<file path="config.mk">
export PLATFORM = sky130hd
export DESIGN_NAME = word_serializer_flat
export DESIGN_NICKNAME = d
export VERILOG_FILES = /design/src/rtl/word_serializer_pkg.sv /design/src/rtl/word_serializer_if.sv /design/src/rtl/ws_shift_reg.sv /design/src/rtl/word_serializer.sv /design/src/flat_wrapper.sv
export SDC_FILE = /design/constraint.sdc
export NUM_CORES = 1
export LEC_CHECK = 0
export CORE_AREA = 2 2 39 41
export DETAILED_ROUTE_END_ITERATION = 10
export DIE_AREA = 0 0 41 43
export DONT_BUFFER_PORTS = 1
export PLACE_DENSITY_LB_ADDON = 0.25
export SLEW_MARGIN = 20
export SYNTH_ARGS = -nofsm -noshare
export SYNTH_HDL_FRONTEND = slang
export SYNTH_SLANG_ARGS = --single-unit
</file>
<file path="constraint.sdc">
create_clock -name clk -period 1.5 [get_ports clk]
set_input_delay 0.225 -clock clk [delete_from_list [all_inputs] [get_ports clk]]
set_output_delay 0.225 -clock clk [all_outputs]
set_load 0.01 [all_outputs]
</file>
<file path="src/rtl/word_serializer_pkg.sv">
// Shared types and defaults for the word serializer slice.
package word_serializer_pkg;

  localparam int DEFAULT_WIDTH = 4;

  typedef enum logic [1:0] {
    IDLE  = 2'd0,
    SHIFT = 2'd1,
    DONE  = 2'd2
  } state_t;

endpackage

</file>
<file path="src/rtl/word_serializer_if.sv">
// Parallel-in / serial-out handshake bundle between upstream, serializer and consumer.
interface word_serializer_if
  import word_serializer_pkg::*;
#(
  parameter int WIDTH = DEFAULT_WIDTH
);

  logic [WIDTH-1:0] I;
  logic             load;
  logic             hold;
  logic             ready;
  logic             so;
  logic             so_valid;
  logic             done;

  modport master (
    output I, load, hold,
    input  ready, so, so_valid, done
  );

  modport slave (
    input  I, load, hold,
    output ready, so, so_valid, done
  );

endinterface

</file>
<file path="src/rtl/ws_shift_reg.sv">
// Loadable shift register that moves data toward a head bit and zero-fills the tail.
module ws_shift_reg
  import word_serializer_pkg::*;
#(
  parameter int WIDTH     = DEFAULT_WIDTH,
  parameter bit LSB_FIRST = 1'b1
) (
  input  logic             clk,
  input  logic             clr_n,
  input  logic             ld,
  input  logic             en,
  input  logic [WIDTH-1:0] d,
  output logic             head
);

  logic [WIDTH-1:0] q;
  logic [WIDTH-1:0] q_shifted;

  // The head sits at bit 0 for LSB-first, bit WIDTH-1 otherwise.
  generate
    if (LSB_FIRST) begin : g_lsb
      assign q_shifted = {1'b0, q[WIDTH-1:1]};
      assign head      = q[0];
    end else begin : g_msb
      assign q_shifted = {q[WIDTH-2:0], 1'b0};
      assign head      = q[WIDTH-1];
    end
  endgenerate

  always_ff @(posedge clk or negedge clr_n) begin
    if (!clr_n) begin
      q <= '0;
    end else if (ld) begin
      q <= d;
    end else if (en) begin
      q <= q_shifted;
    end
  end

endmodule

</file>
<file path="src/rtl/word_serializer.sv">
// Serializes one WIDTH-bit word per load, with downstream stall and a done pulse.
module word_serializer
  import word_serializer_pkg::*;
#(
  parameter int WIDTH     = DEFAULT_WIDTH,
  parameter bit LSB_FIRST = 1'b1
) (
  input  logic               clk,
  input  logic               clr_n,
  word_serializer_if.slave   bus
);

  localparam int CW = $clog2(WIDTH);

  state_t          state;
  state_t          state_next;
  logic [CW-1:0]   cnt;
  logic            accept;
  logic            advance;
  logic            last_bit;
  logic            head;
  logic            ready_q;

  assign last_bit  = (cnt == CW'(WIDTH - 1));
  assign bus.ready = ready_q;

  ws_shift_reg #(
    .WIDTH     (WIDTH),
    .LSB_FIRST (LSB_FIRST)
  ) u_shift (
    .clk   (clk),
    .clr_n (clr_n),
    .ld    (accept),
    .en    (advance),
    .d     (bus.I),
    .head  (head)
  );

  // ready is registered from the next state so it stays low through reset.
  always_ff @(posedge clk or negedge clr_n) begin
    if (!clr_n) begin
      state   <= IDLE;
      ready_q <= 1'b0;
    end else begin
      state   <= state_next;
      ready_q <= (state_next == IDLE);
    end
  end

  // The counter stops at WIDTH-1 on the last bit so it never wraps within a word.
  always_ff @(posedge clk or negedge clr_n) begin
    if (!clr_n) begin
      cnt <= '0;
    end else if (accept) begin
      cnt <= '0;
    end else if (advance && !last_bit) begin
      cnt <= cnt + CW'(1);
    end
  end

  always_comb begin
    state_next   = state;
    accept       = 1'b0;
    advance      = 1'b0;
    bus.so       = 1'b0;
    bus.so_valid = 1'b0;
    bus.done     = 1'b0;
    case (state)
      IDLE: begin
        if (bus.load) begin
          accept     = 1'b1;
          state_next = SHIFT;
        end
      end
      SHIFT: begin
        bus.so       = head;
        bus.so_valid = ~bus.hold;
        if (!bus.hold) begin
          advance = 1'b1;
          if (last_bit) begin
            state_next = DONE;
          end
        end
      end
      DONE: begin
        bus.done   = 1'b1;
        state_next = IDLE;
      end
      default: begin
        state_next = IDLE;
      end
    endcase
  end

endmodule

</file>
<file path="src/flat_wrapper.sv">
// flat-port wrapper written by rule: the top's interface ports become plain ports
module word_serializer_flat import word_serializer_pkg::*;
#(
  parameter int WIDTH     = DEFAULT_WIDTH,
  parameter bit LSB_FIRST = 1'b1
)
  (clk, clr_n, bus_I, bus_load, bus_hold, bus_ready, bus_so, bus_so_valid, bus_done);
  word_serializer_if #(.WIDTH(WIDTH)) bus_i ();
  input  logic clk;
  input  logic clr_n;
  input wire logic [$bits(bus_i.I)-1:0] bus_I;
  input wire logic [$bits(bus_i.load)-1:0] bus_load;
  input wire logic [$bits(bus_i.hold)-1:0] bus_hold;
  output wire logic [$bits(bus_i.ready)-1:0] bus_ready;
  output wire logic [$bits(bus_i.so)-1:0] bus_so;
  output wire logic [$bits(bus_i.so_valid)-1:0] bus_so_valid;
  output wire logic [$bits(bus_i.done)-1:0] bus_done;
  assign bus_i.I = bus_I;
  assign bus_i.load = bus_load;
  assign bus_i.hold = bus_hold;
  assign bus_ready = bus_i.ready;
  assign bus_so = bus_i.so;
  assign bus_so_valid = bus_i.so_valid;
  assign bus_done = bus_i.done;
  word_serializer #(.WIDTH(WIDTH), .LSB_FIRST(LSB_FIRST)) u_core (.clk(clk), .clr_n(clr_n), .bus(bus_i));
endmodule
</file>
After elaboration in Yosys (flattened, before gate mapping) --
Index checks and enable logic that the tools add are counted.
Word-level totals: bits in registers 9, bits of input ports 8, output and inout port bits 4
Cells by class: add/subtract/negate cells 1, eq/ne operators 3, multiplexer cells 15, bitwise operators 1, reductions and logical operators 6
Operators with widths (count):
- 2-bit 2-to-1 mux | 5
- 4-bit 2-to-1 mux | 2
- 1-bit 2-to-1 mux | 7
- 2-bit equality test, second input constant | 2
- 2-bit logical NOT | 2
- 2-bit one-hot mux with 2 select lines | 1
- 2-bit nonzero test | 2
- 2-bit by 1-bit adder with 2-bit output, second input constant | 1
- 2-bit by 1-bit equality test with 1-bit output, second input constant | 1
- 1-bit logical AND | 1
- 1-bit logical NOT | 1
- 1-bit inverter | 1

Logic depth before layout (Yosys ltp) --
Gate-level depths: netlist of the first run.
word-level depth 5, mapped depth 4

Cells and area by module --
A second synthesis of the first run with hierarchy kept.
Second synthesis, totals: cells, all modules 35, area total of the unflattened synthesis 414.1 um^2
By module, submodules not included:
- word_serializer | times used 1, cells each 19, area each 242.7 um^2, sequential area each 125.1 um^2
- ws_shift_reg | times used 1, cells each 16, area each 171.4 um^2, sequential area each 100.1 um^2

Worst setup path after synthesis of the first run --
OpenSTA, ideal clock, no wires.
path type flip-flop to flip-flop, start point register u_core.cnt[0], end point register u_core.cnt[1], library setup time 0.132 ns, data arrival time 1.175 ns, data required time 1.368 ns, path slack 0.192 ns, stages on the path, launching flop included 5, cell sequence dfrtp_1 ha_1 nor4b_4 mux2i_1 nor2_1
On the way: cells in the longest elaborated chain, start to end 4, elaborated cells on any way between the ends 7, those cells by class add/sub (1); eq/ne (1); mux (2); reduce/logical (3)
Ends and longest elaborated chain:
- start: declaration | line word_serializer.sv:17 | logic [CW-1:0] cnt;
- start signal: assignment | line word_serializer.sv:57 | cnt <= cnt + CW'(1);
- parallel branches: the longest is 4 deep, another holds 2-bit by 1-bit adder with 2-bit output
Parallel ways; which one is timed is not known. The select of a mux whose other input is x is not followed. A chain may end at the register's enable or synchronous reset.

Worst setup path in the final report of the first run --
Ends and elaborated chain as after synthesis.

==> flow_summary.json, run 1 <==
{
  "status": "complete, no violations",
  "min_period_ns": 1.37,
  "clock.fmax_mhz": 731,
  "cts_num_sinks": 9,
  "worstHoldStart": "bus_load",
  "hold_path.class": "input port to flop",
  "drive_above_1_share_pct": 31.6,
  "rsz0062_at_grt": "no",
  "fin_crit_sh_pct": 91.1,
  "multi_input_area_um2": 209,
  "detail_route.wl_per_cell_um": 13.0,
  "antenna_found_initial": 0,
  "drtIter0Drc": 4,
  "ioPinCount": 12,
  "synth.distinct_cells": 15,
  "crit_fanout": 3,
  "fin_nets": 48,
  "synth_ff_type": "dfrtp_1",
  "cts_tree": "done",
  "cts.path.max_buffers": 2,
  "r2r-end": "u_core.cnt[1]",
  "syn_avg_cell_area_um2": 14.0,
  "synth.most_common_cell": "dfrtp_1",
  "rows": 14,
  "cts_max_level": 1,
  "ys_seq_area_share_pct": 51.9,
  "power.leakage_nw": 0.248,
  "timing.final.ws_setup_ns": 0.133,
  "clock-skew-final_ns": 0.00122,
  "dieArea_um2": 1760,
  "worst_hold_path.num_cells": 1,
  "hold_viol": 0,
  "start_util_pct": 31.4,
  "synth_top_area_cell": "dfrtp_1",
  "die_w_um": 41,
  "start_kind": "flop",
  "gp_congestion": 0.658,
  "wirelength_um": 702,
  "reg2reg_from": "u_core.cnt[0]",
  "ys_seq_elements": 9,
  "cellPowerDensity_nw_per_um2": 1940,
  "die_h_um": 43,
  "via_per_inst": 5.15,
  "reg2reg_slack_ns": 0.13,
  "crit_path_end_kind": "flop",
  "drv_cap": 0,
  "ant_nets": 0,
  "path_clk_slew_ns": 0.06,
  "max_slew.worst_pin.slew_ns": 0.405,
  "drc": 0,
  "clkLatencyLatePin_ns": 0.25,
  "core-area_um2": 1380,
  "netlist.area_leader.share_pct": 51.9,
  "antenna_cells": 0,
  "grt_usage_pct": 10.4,
  "grt-ovfl-total": 0,
  "cts_root_buf": "clkbuf_4",
  "rr_worst_depth": 4,
  "fill_cells": 146,
  "syn_inst": 31,
  "io_buffers": 0,
  "first_pass_iters": 2,
  "grt_first_pass_wirelength_um": 1190,
  "vdd_drop_max_v": 0.000752,
  "syn_area_um2": 434,
  "pre_cts_slack_ns": 0.123,
  "arrival_ns": 1.50,
  "grt_pass1_vias": 292,
  "synth_edf_count": 0,
  "synth-async-reset-ratio_pct": 100,
  "hold_end": "u_core.bus.ready",
  "synthToLayoutAreaGrowth_pct": 16.4,
  "vias": 278,
  "relSlewSlack_pct": 72.9,
  "synth_nets": 40,
  "ys_top_cells_by_count": "9 x dfrtp_1, 4 x a22o_1, 3 x a21o_1, 3 x nor2_1, 2 x nor3b_4",
  "drv_slew": 0,
  "grt_max_degree": 10,
  "finalSetupViolations": 0,
  "synth_area_leaders": "dfrtp_1 52%, nor3b_4 8.6%, a22o_1 8.1%, nor4b_4 5.5%, a21o_1 5.2%",
  "yosysWarningCount": 0,
  "cp.required_ns": 1.63,
  "tns_ns": 0,
  "cts_buffers": 3,
  "regArea_um2": 225,
  "worstSetupPathType": "flop to flop"
}
==> power by group <==
part	leakage, nW	switching [mW]	total, mW	internal [mW]
clock	0.0150	0.0803	0.183	0.102
combinational	0.119	0.152	0.367	0.215
sequential	0.114	0.0879	0.433	0.345
==> worst max-delay path, stage by stage, from the launching register on <==
cell,delay (ns)
dfrtp_1,0.39
ha_1,0.25
nor4b_4,0.33
mux2i_1,0.22
nor2_1,0.05
==> timing repair <==
action                                 CTS  global route
setup endpoints to repair                1             0
hold buffers                             1             0
gates resized for setup                  0             0
endpoints found under the hold margin    9             0
setup buffers                            1             0
==> state kept, by name (all words and copies together), names as in the netlist <==
signal / cells
u_core.bus.ready: 1
u_core.state: 2
u_core.u_shift.q: 4
u_core.cnt: 2
==> layout make-up <==
type,count,share of cell area [%]
flip-flops and latches,9,44.6
multi-input cells,22,41.3
clock buffers,4,5.20
repair buffers,3,4.95
well taps,16,3.96
==> cell families after synthesis <==
kind of cell             count (synthesis)  share of synthesized area [%]
AO/OA/AOI/OAI                            8                           15.0
multiplexers                             1                           2.31
XOR/XNOR                                 1                           2.02
flip-flops                               9                           51.9
adder cells (fa/ha/maj)                  1                           2.88
AND/OR/NAND/NOR                         11                           25.9
==> per-stage QoR <==
stage	utilization, %	cells	area [µm²]	total power, mW	hold WS [ns]
after global routing	36.5	54	505	1.07	0.0681
after detailed placement	33.4	48	462	0.797	-0.0704
final	36.5	54	505	0.982	0.0766
after floorplan	-	31	434	0.720	-0.0706
after CTS	36.5	54	505	1.00	0.0717
after global placement	33.4	48	462	0.780	-0.0704
==> worst max path at each step <==
stage / start / cells after the start / endpoint / slack, ns
floorplan: u_core.cnt[0] / 4 / u_core.cnt[1] / 0.19
global placement: u_core.cnt[0] / 4 / u_core.cnt[1] / 0.13
detailed placement: u_core.cnt[0] / 4 / u_core.cnt[1] / 0.12
CTS: u_core.cnt[0] / 4 / u_core.cnt[1] / 0.11
global route: u_core.cnt[0] / 4 / u_core.cnt[1] / 0.05
finish: u_core.cnt[0] / 4 / u_core.cnt[1] / 0.13
==> metal layers <==
layer	global-route usage [%]	share of wire, %	vias up
met2	14.7	51	9
li1	-	-	128
met4	8.00	0	0
met5	0	0	-
met3	1.57	8.5	0
met1	13.4	40	141
==> cell usage in the layout (no fill, tap or decap), drive strengths merged <==
cell,netlist,routed
nor3b,3,3
ha,1,1
and3b,1,1
buf,0,2
xnor2,1,1
and2,1,1
o21bai,1,1
clkbuf,0,4
a22o,4,4
dlygate4sd3,0,1
mux2i,1,1
nor4b,1,1
nor2,4,4
dfrtp,9,9
and2b,1,1
a21o,3,3
No activity file was read; power rests on OpenSTA's default activity.
==> inputs of run 2 (changes only) <==
Settings changed: MAX_ROUTING_LAYER set to met4, PLACE_DENSITY_LB_ADDON 0.25 to not set.
==> flow_summary.json, run 2 (synthesized netlist as in run 1, its figures left out) <==
{
  "fin_crit_sh_pct": 92.9,
  "dieArea_um2": 1760,
  "stdcell_count": 53,
  "cp_cell_sequence": "nor3b_4",
  "start_kind": "flop",
  "wirelength_um": 779,
  "hold_path.class": "input port to flop",
  "ioPinCount": 12,
  "tns_ns": 0,
  "vdd_drop_max_v": 0.000682,
  "grt_max_degree": 10,
  "antenna_found_initial": 0,
  "path_buf_inv": 0,
  "arrival_ns": 1.17,
  "cts_tree": "done",
  "detail_route.wl_per_cell_um": 14.7,
  "power.leakage_nw": 0.243,
  "reg_top3": "u_core.u_shift.q: 4 flops, u_core.cnt: 2 flops, u_core.state: 2 flops",
  "cts_max_level": 1,
  "drive_above_1_share_pct": 29.7,
  "post_cts_buffers": 0,
  "relSlewSlack_pct": 72.3,
  "rows": 14,
  "start_util_pct": 31.4,
  "max_slew.worst_pin.slew_ns": 0.414,
  "drc": 0,
  "finalSetupViolations": 0,
  "regMostFlops": "u_core.u_shift.q",
  "critPathMaxStageDelay_ns": 0.49,
  "dpl.hpwl_um": 582,
  "place_inst": 48,
  "die_w_um": 41,
  "die_h_um": 43,
  "grt-ovfl-total": 0,
  "min_period_ns": 1.39,
  "clock-skew-final_ns": 0.000858,
  "grt_usage_pct": 12.0,
  "status": "complete, no violations",
  "core-area_um2": 1380,
  "clock.fmax_mhz": 718,
  "via_per_inst": 5.09,
  "cts_buffers": 3,
  "io_buffers": 0,
  "hold_viol": 0,
  "slowest_stage": "dfrtp_1",
  "grt_first_pass_wirelength_um": 1260,
  "drtIter0Drc": 7,
  "final_cell_mix": "9 x dfrtp_1, 4 x a22o_1, 3 x nor2_1, 3 x a21o_1, 3 x clkbuf_4",
  "grt_pass1_vias": 270,
  "drv_slew": 0,
  "worstSetupPathType": "flop to primary output",
  "rsz0062_at_grt": "no",
  "cts.path.max_buffers": 2,
  "largest_reg_flops": 4,
  "ant_nets": 0,
  "cellPowerDensity_nw_per_um2": 1970,
  "drv_cap": 0,
  "first_pass_iters": 4,
  "synthToLayoutAreaGrowth_pct": 14.7,
  "antenna_cells": 0,
  "multi_input_area_um2": 209,
  "crit_family": "flip-flops",
  "clkLatencyLatePin_ns": 0.25,
  "fill_cells": 137,
  "final_common_cell": "dfrtp_1",
  "crit_path_end_kind": "primary output",
  "path_clk_slew_ns": 0.06,
  "gp_congestion": 0.623,
  "regArea_um2": 225,
  "vias": 270,
  "cp.required_ns": 1.27,
  "crit_fanout": 6,
  "cts_root_buf": "clkbuf_4",
  "cts_resized": 0,
  "fin_nets": 47,
  "cts_num_sinks": 9
}
==> run 2: changes by cell type in the layout (fill, tap and decap cells not counted), sizes merged <==
cell / change
buf: -1
==> run 2: cell type report <==
type | count | share of cell area [%]
Clock buffer | 4 | 5.28
Multi-Input combinational cell | 22 | 42.0
Sequential cell | 9 | 45.2
Tap cell | 16 | 4.02
Timing Repair Buffer | 2 | 3.52
==> run 2: stage by stage <==
step                      worst slack (ns)  hold WS, ns  area, µm²  utilization [%]  power, mW
final                                0.107       0.0743        498             36.0      0.980
after global routing                0.0259       0.0597        498             36.0       1.07
after CTS                           0.0867       0.0601        498             36.0      0.999
after detailed placement             0.121      -0.0704        462             33.4      0.802
after global placement               0.151      -0.0703        462             33.4      0.768
after floorplan                      0.192      -0.0706        434                -      0.720
==> run 2: power by group <==
| part | leakage [nW] | total, mW | internal [mW] | switching, mW |
|---|---|---|---|---|
| clock | 0.0150 | 0.180 | 0.102 | 0.0780 |
| combinational | 0.114 | 0.360 | 0.205 | 0.154 |
| sequential | 0.114 | 0.440 | 0.345 | 0.0949 |
==> run 2: path summary, 6_finish.rpt <==
kind | startpoint | end | slack, ns | depth (start not counted)
min in group asynchronous | clr_n | u_core.cnt[0] | 0.34 | 1
setup / recovery | u_core.state[1] | bus_so_valid | 0.11 | 1
setup reg to reg | u_core.cnt[0] | u_core.cnt[1] | 0.12 | 4
max in group asynchronous | clr_n | u_core.state[0] | 0.87 | 1
hold / removal | bus_load | u_core.bus.ready | 0.07 | 1
hold reg to reg | u_core.u_shift.q[2] | u_core.u_shift.q[2] | 0.49 | 1
==> run 2: routing by layer <==
| layer | share of wire (%) | up-vias | global-route usage [%] |
|---|---|---|---|
| met1 | 45 | 132 | 15.9 |
| met4 | 0 | 0 | 10.0 |
| met2 | 46 | 12 | 14.1 |
| met5 | 0 | - | - |
| li1 | - | 126 | - |
| met3 | 9.1 | 0 | 3.66 |
==> run 2: timing repair <==
action | 4_1_cts | 5_1_grt
hold buffers | 1 | 0
hold endpoints to repair | 9 | 0
setup endpoints to repair | 0 | 0
